[src/rtl/mem_port_arbiter_pkg.sv]
//==============================================================================
// mem_port_arbiter_pkg : shared types and defaults for the RAM port arbiter
// Rev 1.0
//==============================================================================
`default_nettype none

package mem_port_arbiter_pkg;

  typedef enum logic [1:0] {
    ST_IDLE   = 2'd0,
    ST_ACCESS = 2'd1,
    ST_DONE   = 2'd2
  } state_e;

  typedef enum logic {
    SEL_IF = 1'b0,
    SEL_D  = 1'b1
  } sel_e;

  localparam int DEF_RD_LAT         = 1;
  localparam int DEF_MAX_DATA_BURST = 4;

  // Bits needed for a counter that must reach max_val inclusive.
  function automatic int cnt_width(input int max_val);
    return $clog2(max_val + 1);
  endfunction

endpackage

`default_nettype wire

[src/rtl/mem_port_arbiter_if.sv]
//==============================================================================
// mem_port_arbiter_if : requester handshakes and RAM bus of the port arbiter
// Rev 1.0
//==============================================================================
`default_nettype none

interface mem_port_arbiter_if;

  logic        if_req_i;
  logic [31:0] if_addr_i;
  logic        if_ack_o;
  logic [31:0] if_rdata_o;

  logic        d_req_i;
  logic        d_we_i;
  logic [31:0] d_addr_i;
  logic [31:0] d_wdata_i;
  logic        d_ack_o;
  logic [31:0] d_rdata_o;

  logic        we_o;
  logic [31:0] addr_o;
  logic [31:0] data_o;
  logic [31:0] data_i;
  logic        busy_o;

  modport slave (
    input  if_req_i, if_addr_i,
    input  d_req_i, d_we_i, d_addr_i, d_wdata_i,
    input  data_i,
    output if_ack_o, if_rdata_o,
    output d_ack_o, d_rdata_o,
    output we_o, addr_o, data_o, busy_o
  );

  modport master (
    output if_req_i, if_addr_i,
    output d_req_i, d_we_i, d_addr_i, d_wdata_i,
    output data_i,
    input  if_ack_o, if_rdata_o,
    input  d_ack_o, d_rdata_o,
    input  we_o, addr_o, data_o, busy_o
  );

endinterface

`default_nettype wire

[src/rtl/mem_arb_pick.sv]
//==============================================================================
// mem_arb_pick : grant decision between fetch and data plus burst guard counter
// Rev 1.0
//==============================================================================
`default_nettype none

module mem_arb_pick
  import mem_port_arbiter_pkg::*;
#(
  parameter int MAX_DATA_BURST = DEF_MAX_DATA_BURST
) (
  input  logic clk,
  input  logic reset,
  input  logic idle_i,
  input  logic if_req_i,
  input  logic d_req_i,
  output logic grant_o,
  output sel_e sel_o
);

  localparam int               CNT_W = cnt_width(MAX_DATA_BURST);
  localparam logic [CNT_W-1:0] c_MAX = CNT_W'(MAX_DATA_BURST);

  logic [CNT_W-1:0] burst_cnt_q;
  logic [CNT_W-1:0] burst_cnt_d;
  logic             w_guard_met;
  logic             w_pick_if;

  // Data normally wins; fetch only wins a collision once the guard is met.
  assign w_guard_met = (burst_cnt_q == c_MAX);
  assign w_pick_if   = if_req_i & (~d_req_i | w_guard_met);
  assign grant_o     = idle_i & (if_req_i | d_req_i);
  assign sel_o       = w_pick_if ? SEL_IF : SEL_D;

  always_comb begin
    burst_cnt_d = burst_cnt_q;
    if (idle_i) begin
      if (!if_req_i || w_pick_if) begin
        burst_cnt_d = '0;
      end else if (d_req_i && !w_guard_met) begin
        burst_cnt_d = burst_cnt_q + CNT_W'(1);
      end
    end
  end

  always_ff @(posedge clk or negedge reset) begin
    if (!reset) begin
      burst_cnt_q <= '0;
    end else begin
      burst_cnt_q <= burst_cnt_d;
    end
  end

endmodule

`default_nettype wire

[src/rtl/mem_port_arbiter.sv]
//==============================================================================
// mem_port_arbiter : shares one RAM port between fetch and load/store requesters
// Rev 1.0
//==============================================================================
`default_nettype none

module mem_port_arbiter
  import mem_port_arbiter_pkg::*;
#(
  parameter int RD_LAT         = DEF_RD_LAT,
  parameter int MAX_DATA_BURST = DEF_MAX_DATA_BURST
) (
  input  logic                clk,
  input  logic                reset,
  mem_port_arbiter_if.slave   bus
);

  localparam logic [1:0] c_ST_IDLE   = ST_IDLE;
  localparam logic [1:0] c_ST_ACCESS = ST_ACCESS;
  localparam logic [1:0] c_ST_DONE   = ST_DONE;

  localparam int               LAT_W      = $clog2(RD_LAT + 1);
  localparam logic [LAT_W-1:0] c_LAT_LAST = LAT_W'(RD_LAT);

  logic [1:0]       state_q,    state_d;
  sel_e             sel_q,      sel_d;
  logic             wr_q,       wr_d;
  logic [LAT_W-1:0] lat_q,      lat_d;
  logic [31:0]      addr_q,     addr_d;
  logic [31:0]      data_q,     data_d;
  logic             we_q,       we_d;
  logic             if_ack_q,   if_ack_d;
  logic             d_ack_q,    d_ack_d;
  logic [31:0]      if_rdata_q, if_rdata_d;
  logic [31:0]      d_rdata_q,  d_rdata_d;
  logic             busy_q,     busy_d;

  logic             w_idle;
  logic             w_grant;
  sel_e             w_sel;
  logic             w_grant_wr;

  assign w_idle = (state_q == c_ST_IDLE);

  mem_arb_pick #(
    .MAX_DATA_BURST (MAX_DATA_BURST)
  ) u_pick (
    .clk      (clk),
    .reset    (reset),
    .idle_i   (w_idle),
    .if_req_i (bus.if_req_i),
    .d_req_i  (bus.d_req_i),
    .grant_o  (w_grant),
    .sel_o    (w_sel)
  );

  assign w_grant_wr = (w_sel == SEL_D) & bus.d_we_i;

  always_comb begin
    state_d    = state_q;
    sel_d      = sel_q;
    wr_d       = wr_q;
    lat_d      = lat_q;
    addr_d     = addr_q;
    data_d     = data_q;
    we_d       = 1'b0;
    if_ack_d   = 1'b0;
    d_ack_d    = 1'b0;
    if_rdata_d = if_rdata_q;
    d_rdata_d  = d_rdata_q;

    case (state_q)
      c_ST_IDLE: begin
        if (w_grant) begin
          sel_d   = w_sel;
          wr_d    = w_grant_wr;
          addr_d  = (w_sel == SEL_D) ? bus.d_addr_i : bus.if_addr_i;
          if (w_grant_wr) begin
            data_d = bus.d_wdata_i;
          end
          we_d    = w_grant_wr;
          lat_d   = LAT_W'(1);
          state_d = c_ST_ACCESS;
        end
      end
      c_ST_ACCESS: begin
        if (wr_q) begin
          if_ack_d = (sel_q == SEL_IF);
          d_ack_d  = (sel_q == SEL_D);
          state_d  = c_ST_DONE;
        end else if (lat_q == c_LAT_LAST) begin
          // RAM data is only valid on the last latency cycle.
          if (sel_q == SEL_IF) begin
            if_rdata_d = bus.data_i;
          end else begin
            d_rdata_d  = bus.data_i;
          end
          if_ack_d = (sel_q == SEL_IF);
          d_ack_d  = (sel_q == SEL_D);
          state_d  = c_ST_DONE;
        end else begin
          lat_d = lat_q + LAT_W'(1);
        end
      end
      c_ST_DONE: begin
        state_d = c_ST_IDLE;
      end
      default: begin
        state_d = c_ST_IDLE;
      end
    endcase

    busy_d = (state_d != c_ST_IDLE);
  end

  always_ff @(posedge clk or negedge reset) begin
    if (!reset) begin
      state_q    <= c_ST_IDLE;
      sel_q      <= SEL_IF;
      wr_q       <= 1'b0;
      lat_q      <= '0;
      addr_q     <= '0;
      data_q     <= '0;
      we_q       <= 1'b0;
      if_ack_q   <= 1'b0;
      d_ack_q    <= 1'b0;
      if_rdata_q <= '0;
      d_rdata_q  <= '0;
      busy_q     <= 1'b0;
    end else begin
      state_q    <= state_d;
      sel_q      <= sel_d;
      wr_q       <= wr_d;
      lat_q      <= lat_d;
      addr_q     <= addr_d;
      data_q     <= data_d;
      we_q       <= we_d;
      if_ack_q   <= if_ack_d;
      d_ack_q    <= d_ack_d;
      if_rdata_q <= if_rdata_d;
      d_rdata_q  <= d_rdata_d;
      busy_q     <= busy_d;
    end
  end

  assign bus.we_o       = we_q;
  assign bus.addr_o     = addr_q;
  assign bus.data_o     = data_q;
  assign bus.if_ack_o   = if_ack_q;
  assign bus.d_ack_o    = d_ack_q;
  assign bus.if_rdata_o = if_rdata_q;
  assign bus.d_rdata_o  = d_rdata_q;
  assign bus.busy_o     = busy_q;

endmodule

`default_nettype wire

[src/flat_wrapper.sv]
// flat-port wrapper written by rule: the top's interface ports become plain ports
module mem_port_arbiter_flat import mem_port_arbiter_pkg::*;
#(
  parameter int RD_LAT         = DEF_RD_LAT,
  parameter int MAX_DATA_BURST = DEF_MAX_DATA_BURST
)
  (clk, reset, bus_if_req_i, bus_if_addr_i, bus_d_req_i, bus_d_we_i, bus_d_addr_i, bus_d_wdata_i, bus_data_i, bus_if_ack_o, bus_if_rdata_o, bus_d_ack_o, bus_d_rdata_o, bus_we_o, bus_addr_o, bus_data_o, bus_busy_o);
  mem_port_arbiter_if bus_i ();
  input  logic clk;
  input  logic reset;
  input wire logic [$bits(bus_i.if_req_i)-1:0] bus_if_req_i;
  input wire logic [$bits(bus_i.if_addr_i)-1:0] bus_if_addr_i;
  input wire logic [$bits(bus_i.d_req_i)-1:0] bus_d_req_i;
  input wire logic [$bits(bus_i.d_we_i)-1:0] bus_d_we_i;
  input wire logic [$bits(bus_i.d_addr_i)-1:0] bus_d_addr_i;
  input wire logic [$bits(bus_i.d_wdata_i)-1:0] bus_d_wdata_i;
  input wire logic [$bits(bus_i.data_i)-1:0] bus_data_i;
  output wire logic [$bits(bus_i.if_ack_o)-1:0] bus_if_ack_o;
  output wire logic [$bits(bus_i.if_rdata_o)-1:0] bus_if_rdata_o;
  output wire logic [$bits(bus_i.d_ack_o)-1:0] bus_d_ack_o;
  output wire logic [$bits(bus_i.d_rdata_o)-1:0] bus_d_rdata_o;
  output wire logic [$bits(bus_i.we_o)-1:0] bus_we_o;
  output wire logic [$bits(bus_i.addr_o)-1:0] bus_addr_o;
  output wire logic [$bits(bus_i.data_o)-1:0] bus_data_o;
  output wire logic [$bits(bus_i.busy_o)-1:0] bus_busy_o;
  assign bus_i.if_req_i = bus_if_req_i;
  assign bus_i.if_addr_i = bus_if_addr_i;
  assign bus_i.d_req_i = bus_d_req_i;
  assign bus_i.d_we_i = bus_d_we_i;
  assign bus_i.d_addr_i = bus_d_addr_i;
  assign bus_i.d_wdata_i = bus_d_wdata_i;
  assign bus_i.data_i = bus_data_i;
  assign bus_if_ack_o = bus_i.if_ack_o;
  assign bus_if_rdata_o = bus_i.if_rdata_o;
  assign bus_d_ack_o = bus_i.d_ack_o;
  assign bus_d_rdata_o = bus_i.d_rdata_o;
  assign bus_we_o = bus_i.we_o;
  assign bus_addr_o = bus_i.addr_o;
  assign bus_data_o = bus_i.data_o;
  assign bus_busy_o = bus_i.busy_o;
  mem_port_arbiter #(.RD_LAT(RD_LAT), .MAX_DATA_BURST(MAX_DATA_BURST)) u_core (.clk(clk), .reset(reset), .bus(bus_i));
endmodule
[config.mk]
export PLATFORM = sky130hd
export DESIGN_NAME = mem_port_arbiter_flat
export DESIGN_NICKNAME = d
export VERILOG_FILES = /design/src/rtl/mem_port_arbiter_pkg.sv /design/src/rtl/mem_port_arbiter_if.sv /design/src/rtl/mem_arb_pick.sv /design/src/rtl/mem_port_arbiter.sv /design/src/flat_wrapper.sv
export SDC_FILE = /design/constraint.sdc
export NUM_CORES = 1
export LEC_CHECK = 0
export CAP_MARGIN = 30
export CORE_MARGIN = 2
export CORE_UTILIZATION = 45
export DETAILED_ROUTE_END_ITERATION = 7
export PLACE_DENSITY = 0.83
export SLEW_MARGIN = 20
export SYNTH_ARGS = -nofsm -noshare
export SYNTH_HDL_FRONTEND = slang
export SYNTH_SLANG_ARGS = --single-unit
[constraint.sdc]
create_clock -name clk -period 5.45 [get_ports clk]
set_input_delay 0.8175 -clock clk [delete_from_list [all_inputs] [get_ports clk]]
set_output_delay 0.8175 -clock clk [all_outputs]
set_load 0.01 [all_outputs]
==> metrics list, run 1 <==
- By startpoint and endpoint, the worst setup path is classified as input port to register.
* Number of iterations in the first detailed-routing pass: 5
- Slew at the pin closest to its max-slew limit: 983.1 ps
* Initial antenna violation count: 0
- Nets in the synthesized netlist: 575
- Data arrives at the worst endpoint at 3270 ps.
- For this run the aggregate overflow at the end of global routing stands at 0.
- Overall Global Routing Usage: 22.76%
- Share of the cycle needed by the critical path after routing: 55.31%
- Summed over all layers, the routed wires come to 15.91 mm.
* Number of nets with antenna violations after detailed routing: 0
- Die extent in x: 117.1 um
* Total leakage power: 3.817 nW
* Worst Path Max Fanout: 33
- For this design, the CTS-stage hold fixing added 0 buffers.
- Across the VDD grid, the largest voltage drop is 0.2722 mV.
- After layout, the minimum clock period comes to 3014 ps.
- Count of synthesis-stage warnings from yosys: 0
- After detailed routing, the average wire length per cell comes to 18.04 um.
- The tightest min-delay check is of the input port to asynchronous set/reset pin type.
- The initialized floorplan defines 41 standard-cell rows.
* Worst-case clock skew: 7.635 ps
- Count of fill cells added during filler insertion: 874
- Internal power comes to 0.003732 W.
- The first global-routing pass estimated 23.58 mm of wire.
- Setup violations remaining at the end of the flow were counted as 0.
- Combined area of the multi-input logic cells: 0.001958 sq mm
- Number of buffers inserted by post-CTS setup repair: 0
* Finished Layout Cells: 882
- Crit path required time: 5710 ps
- CTS saw 140 sinks.
* Setup repair after global routing missed its margin: false
- Post-Synthesis Cells: 440
* Final Net Count: 832
- Clock insertion delay at the later pin of the skew report: 400 ps
* Routability congestion estimate from global placement: 0.8516
- Post-synth cell types: 30
- Tightest slew margin relative to the limit: 34.46%
- Once the floorplan was initialized, standard cells occupied 45.83% of the core.
- Gates resized during post-CTS repair numbered 0.
- Sequential-to-total area share from yosys stat: 60.82%
* Part of the power in combinational logic: 44.1%
* Reg power frac: 34.3%
- Entering global routing, the biggest net connects 93 pins.
* Net switching power: 0.001658 W
* Ratio of total power to cell area: 589.2 mW/mm^2
- Number of failing hold endpoints at the final stage: 0
- Counting flops and latches in the post-synthesis netlist gives 140.
- The number of placed instances, taps included, is 850.
- Ys async rst share: 100.0%
* CORE AREA: 0.01257 sq mm
* Type of element launching the critical path: input port
- Violation count after the first detailed-route iteration: 275
- Area of the mapped netlist: 0.005761 sq mm
- Half-perimeter wire length of the detailed placement result: 11.60 mm
- The clock passes through at most 2 buffers.
* Number of placed I/O pins: 265
* Number of flops mapped to enable cells by yosys: 0
- The number of pins with negative max-slew slack in the final report came to 0.
- Endpoint kind of the worst setup timing path: register
- Total number of H-tree levels: 4
- Result of the run: finished, final reports clean
* Most used DFF post-synth: sky130_fd_sc_hd__dfrtp_1
* Fraction of power consumed by the clock network: 21.6%
- The repair_antennas step left the layout with diodes totalling 0.
- Registers take 0.003503 sq mm.
- During placement, the flow inserted port buffers numbering 264.
- In the final layout, the share of cells above drive strength 1 is 19.01%.
- Clock root cell: sky130_fd_sc_hd__clkbuf_16
* Clock tree from TritonCTS: yes
* Post-Route Setup TNS: 0 ps
- The routed layout has 4625 vias.
- Area of the die: 0.01372 sq mm
- Net switching fraction of the power: 30.76%
- Number of global-route vias before repair: 4599
* Post-Synthesis Mean Instance Area: 13.09 sq um
* Number of buffers created by CTS: 17
* F_max: 331.8 MHz
- Area added between synthesis and finish: 58.82%
- Max-cap violations in this run came to 0.
- The die is 117.1 um tall.
- Clock-pin slew was measured on the worst setup and hold paths at 60 ps.
- For this run, design rule violations remaining after detail routing come to 0.
- Via/cell ratio: 5.244
[stage by stage]
step	cell area, sq um	total power [W]	util [%]	hold slack (ps)	setup slack [ps]
final	9149	0.005391	72.79	485.1	2436
after global routing	9149	0.005681	72.79	511.6	2350
after CTS	9149	0.005444	72.79	495.3	2494
after detailed placement	8542	0.004249	67.96	476.0	2072
after global placement	8516	0.004144	67.76	465.8	1973
after floorplan	5761	0.002895	-	485.4	3422
[worst max-delay path, cell delays in order]
cell	delay, ps
sky130_fd_sc_hd__clkdlybuf4s50_1	460
sky130_fd_sc_hd__a21bo_1	850
sky130_fd_sc_hd__and2_1	710
sky130_fd_sc_hd__buf_6	260
sky130_fd_sc_hd__o221ai_1	150
[registers in the layout, indices dropped and copies added, names as in the netlist]
register                   cells
u_core.bus.d_ack_o             1
u_core.bus.if_ack_o            1
u_core.bus.we_o                1
u_core.bus.data_o             32
u_core.bus.busy_o              1
u_core.bus.addr_o             32
u_core.bus.if_rdata_o         32
u_core.bus.d_rdata_o          32
u_core.lat_q                   1
u_core.wr_q                    1
u_core.u_pick.burst_cnt_q      3
u_core.sel_q                   1
u_core.state_q                 2
[per-layer routing]
metal	wire [um]	part of all wire [%]	global-route usage [%]	up-vias
li1	-	-	-	2112
met1	6069	38	26.98	2255
met2	8072	51	38.39	235
met3	1468	9.2	7.724	23
met4	298	1.9	8.784	0
met5	0	0	0	-
[synthesized netlist by cell type (all sizes together) (2+ instances only)]
cell / instances / area [sq um]
o21ai: 4 / 20.02
mux2: 96 / 1081
dfrtp: 140 / 3503
inv: 38 / 142.6
nand3: 35 / 175.2
nor3b: 2 / 26.28
clkbuf: 23 / 86.33
ha: 2 / 25.02
a21oi: 2 / 10.01
and2: 3 / 18.77
nor2: 3 / 11.26
nand4: 34 / 219.0
nand2: 4 / 15.01
o221ai: 32 / 280.3
or2: 2 / 12.52
buf: 12 / 77.57
[cell type report]
type / instances / share of cell area [%]
clock buffers: 26 / 5.457
well taps: 172 / 2.352
repair buffers: 273 / 29.76
inverters: 38 / 1.559
flip-flops and latches: 140 / 38.29
multi-input cells: 227 / 21.40
clock inverters: 6 / 1.176
[path summary, 6_finish.rpt]
kind | slack (ps) | cells past startpoint | endpoint | from
min in group clk | 490 | 1 | u_core.bus.if_rdata_o[3] | u_core.bus.if_rdata_o[3]
worst max-delay path | 2440 | 5 | u_core.bus.addr_o[30] | bus_d_req_i
worst max register to register | 2690 | 6 | u_core.bus.addr_o[30] | u_core.u_pick.burst_cnt_q[0]
max in group asynchronous | 3830 | 2 | u_core.bus.if_rdata_o[9] | reset
worst min register to register | 490 | 1 | u_core.bus.if_rdata_o[3] | u_core.bus.if_rdata_o[3]
worst min-delay path | 490 | 1 | u_core.bus.addr_o[10] | reset
[power by group through the flow]
stage	logic (W)	clock network, W	registers (W)
floorplan	0.000846	0	0.00205
global placement	0.00231	0	0.00183
detailed placement	0.00239	0	0.00186
CTS	0.00240	0.00119	0.00185
global route	0.00255	0.00123	0.00190
finish	0.00238	0.00117	0.00185
[cells in the final DEF (no fill, tap or decap), types with 5 or more instances in the layout]
master                            count
sky130_fd_sc_hd__clkbuf_1             5
sky130_fd_sc_hd__clkdlybuf4s50_1    263
sky130_fd_sc_hd__mux2_2              94
sky130_fd_sc_hd__nand4_1             33
sky130_fd_sc_hd__o221ai_1            32
sky130_fd_sc_hd__inv_1               38
sky130_fd_sc_hd__clkbuf_16           17
sky130_fd_sc_hd__buf_4                7
sky130_fd_sc_hd__nand3_1             35
sky130_fd_sc_hd__dfrtp_1            140
[kinds of logic after synthesis]
kind of cell | after synthesis | share of synthesized area, %
adders and majority gates | 2 | 0.4343
DFF | 140 | 60.82
and+or+nand+nor | 87 | 8.754
AOI/OAI and AO/OA | 42 | 5.908
buffers and inverters | 73 | 5.321
muxes | 96 | 18.77
No activity file was read; power rests on OpenSTA's default activity.
==> run 2, diff against run 1 <==
--- a/config.mk
+++ b/config.mk
@@ -7,9 +7,9 @@
 export LEC_CHECK = 0
 export CAP_MARGIN = 30
 export CORE_MARGIN = 2
-export CORE_UTILIZATION = 45
+export CORE_UTILIZATION = 42
 export DETAILED_ROUTE_END_ITERATION = 7
-export PLACE_DENSITY = 0.83
+export PLACE_DENSITY = 0.78
 export SLEW_MARGIN = 20
 export SYNTH_ARGS = -nofsm -noshare
 export SYNTH_HDL_FRONTEND = slang
==> constraint.sdc (replaced) <==
create_clock -name clk -period 3.1 [get_ports clk]
set_input_delay 0.465 -clock clk [delete_from_list [all_inputs] [get_ports clk]]
set_output_delay 0.465 -clock clk [all_outputs]
set_load 0.01 [all_outputs]
==> run 2 against run 1 <==
Against the previous run: die area grew 6.9%; worst hold slack got worse by 400 ps; wire length is 1.2% higher; critical path type is now register to register; utilization is 3.1 points lower.
==> metrics list, run 2 (synthesis gave the netlist of run 1 again) <==
- The flow ran to the end, and the final reports show no timing, DRC or antenna violations.
- The cell area reported after detailed placement was 0.008583 sq mm (+0.48%).
* Clock root cell: sky130_fd_sc_hd__clkbuf_16
- The post-CTS resize count came to 0 (unchanged).
- Traced cell by cell, the critical path runs through nor2_4 > nand4_2 > buf_16 > mux2_2.
- The final critical-path setup slack was 898.8 ps (-1537 ps).
* Shortest clock period the worst path allows after layout: 2201 ps
* CORE AREA: 0.01330 sq mm (+5.8%)
- Endpoint kind of the worst setup timing path: register
* Post-route core utilization: 69.67% (-3.1 points)
- Metal-1 WL: 6.607 mm (+8.9%)
* Number of placed I/O pins: 265 (unchanged)
- Area of the die: 0.01467 sq mm (+6.9%)
* Number of iterations in the first detailed-routing pass: 4 (-1)
* Worst-case setup slack after placement: 620.0 ps (-1452 ps)
* Reg2Reg Depth: 4 (-2)
* Routed length per instance: 18.13 um (+0.53%)
* Number of global-route vias before repair: 4827 (+5.0%)
- Count of fill cells added during filler insertion: 966 (+11%)
- Number of buffers inserted by post-CTS setup repair: 0 (unchanged)
* Die extent in x: 121.1 um (+3.4%)
- The clock latency on the worst-skew pair is 410 ps (about the same).
- Post-Route Setup TNS: 0 ps (unchanged)
- The number of H-tree levels came to 4 (unchanged).
- Vertical extent of the die: 121.1 um (+3.4%)
* Wire length after detailed routing: 16.10 mm (+1.2%)
- Via/cell ratio: 5.260 (+0.31%)
* Fin. max-slew vios: 0 (unchanged)
- For this run, the top clock speed supported by timing is 454.3 MHz.
* Type of element launching the critical path: register
* Class of the tightest hold or removal check: input port to asynchronous set/reset pin
* Tightest slew margin relative to the limit: 50.05% (+16 points)
* Antenna diode count: 0 (unchanged)
- The non-filler instance count after layout is 888 (+0.68%).
- Setup repair after global routing left no endpoint under its margin.
- The register area was 0.003503 sq mm (unchanged).
- The arrival time of data at the critical path endpoint came to 2490 ps (-780 ps).
- The maximum clock path buffer count was 2 (unchanged).
- The data required time at the worst endpoint was 3390 ps (-2320 ps).
* Finish-stage setup viols: 0 (unchanged)
- Highest-count cells in the layout ignoring fill and taps: 263 x sky130_fd_sc_hd__clkdlybuf4s50_1, 140 x sky130_fd_sc_hd__dfrtp_1, 94 x sky130_fd_sc_hd__mux2_2, 38 x sky130_fd_sc_hd__inv_1, 35 x sky130_fd_sc_hd__nand3_1
* # Max-Cap Violations: 0 (unchanged)
* Worst Path Max Fanout: 23 (-30%)
- The number of nets still failing antenna checks after routing came to 0 (unchanged).
* Share of the cycle needed by the critical path after routing: 71.01%
* Layout cells sized above 1: 19.80% (+0.79 points)
- The met3 layer wire length in the routed design came to 1.240 mm (-16%).
- Half-perimeter wire length of the detailed placement result: 11.27 mm (-2.8%)
- The number of antenna violations at the first check in global routing is 0 (unchanged).
- Combined area of the multi-input logic cells: 0.001958 sq mm (unchanged)
* First-pass GRT wire length: 25.52 mm (+8.3%)
* CTS Sinks: 140 (unchanged)
- Maximum number of pins on one net before global-route repair: 81 (-13%)
- Worst-case clock skew: 5.019 ps (-2.616 ps)
- Clock transition at the registers of the reported paths: 60 ps (about the same)
- Compared with the post-synthesis result, the final layout area differs by 60.79%.
- Routability congestion estimate from global placement: 0.8685 (+2.0%)
- Number of failing hold endpoints at the final stage: 0 (unchanged)
- Most common library cell in the layout ignoring fill and taps: sky130_fd_sc_hd__clkdlybuf4s50_1
* Largest incremental delay on the critical path: 570 ps (-280 ps)
- The placed instance count is 856 (+0.71%).
- The number of nets in the final layout was 834 (+0.24%).
- The overall global routing resource usage came to 22.37% (-0.40 points).
- TritonCTS built the clock tree.
* Violation count after the first detailed-route iteration: 284 (+3.3%)
- Number of buffers created by CTS: 17 (unchanged)
- The static leakage was 3.863 nW (+1.2%).
* Slew at the pin closest to its max-slew limit: 749.2 ps (-233.9 ps)
* Post-route standard cell area excluding fillers: 0.009263 sq mm (+1.2%)
- The number of rows in the core area came to 42 (+2.4%).
- Library cell contributing the largest single delay on the critical path: sky130_fd_sc_hd__nand4_2
- Global route total overflow: 0 (unchanged)
- Hold Buf Count CTS: 0 (unchanged)
- DR top layer: met4
- The initial cell density of the core is 43.33% (-2.5 points).
* Detail Route met2 WL: 7.891 mm (-2.2%)
* Worst setup path class: register to register
* Number of remaining DRC errors: 0 (unchanged)
- The power density relative to cell area is 1047 mW/mm^2 (+78%).
- The count of vias placed by the detailed router is 4671 (+0.99%).
* Worst IR drop on VDD: 0.5921 mV (+120%)
* Port Buffers: 264 (unchanged)
## run 2: final timing paths
kind,start,end,slack (ps)
max in group asynchronous,reset,u_core.bus.d_rdata_o[3],2190
setup / recovery,u_core.state_q[1],u_core.bus.data_o[11],900
hold reg to reg,u_core.bus.if_rdata_o[2],u_core.bus.if_rdata_o[2],490
setup reg to reg,u_core.state_q[1],u_core.bus.data_o[11],900
hold / removal,reset,u_core.bus.d_rdata_o[11],80
min in group clk,u_core.bus.if_rdata_o[2],u_core.bus.if_rdata_o[2],490
## run 2: per-layer routing
| layer | vias up | global-route usage, % |
|---|---|---|
| met5 | - | 0 |
| met3 | 33 | 5.968 |
| met2 | 214 | 36.55 |
| met4 | 0 | 9.230 |
| li1 | 2116 | - |
| met1 | 2308 | 28.15 |
## run 2: where the power goes
part | internal (W) | switching (W) | total [W] | leakage, nW
sequential | 0.00273 | 0.000486 | 0.00322 | 1.68
combinational | 0.00248 | 0.00172 | 0.00420 | 1.86
clock | 0.00154 | 0.000741 | 0.00228 | 0.322
## run 2: per-stage QoR
step                      hold WS, ps  total power, W
after floorplan                 169.4        0.005090
after global placement          466.2        0.007316
after detailed placement        485.8        0.007472
after CTS                       111.7        0.009808
after global routing            127.9         0.01025
final                           81.39        0.009702
## run 2: final cells by class
class | count | share of cell area (%)
Multi-Input combinational cell | 227 | 21.14
Clock inverter | 9 | 1.959
Inverter | 38 | 1.540
Tap cell | 176 | 2.377
Timing Repair Buffer | 275 | 29.79
Clock buffer | 23 | 5.376
Sequential cell | 140 | 37.82
## run 2: critical path: cells and delay by family (launching register included)
| family | cells | cell delay [ps] |
|---|---|---|
| AND/OR/NAND/NOR | 2 | 1000 |
| multiplexers | 1 | 280 |
| buffers and inverters | 1 | 370 |
| flip-flops | 1 | 430 |
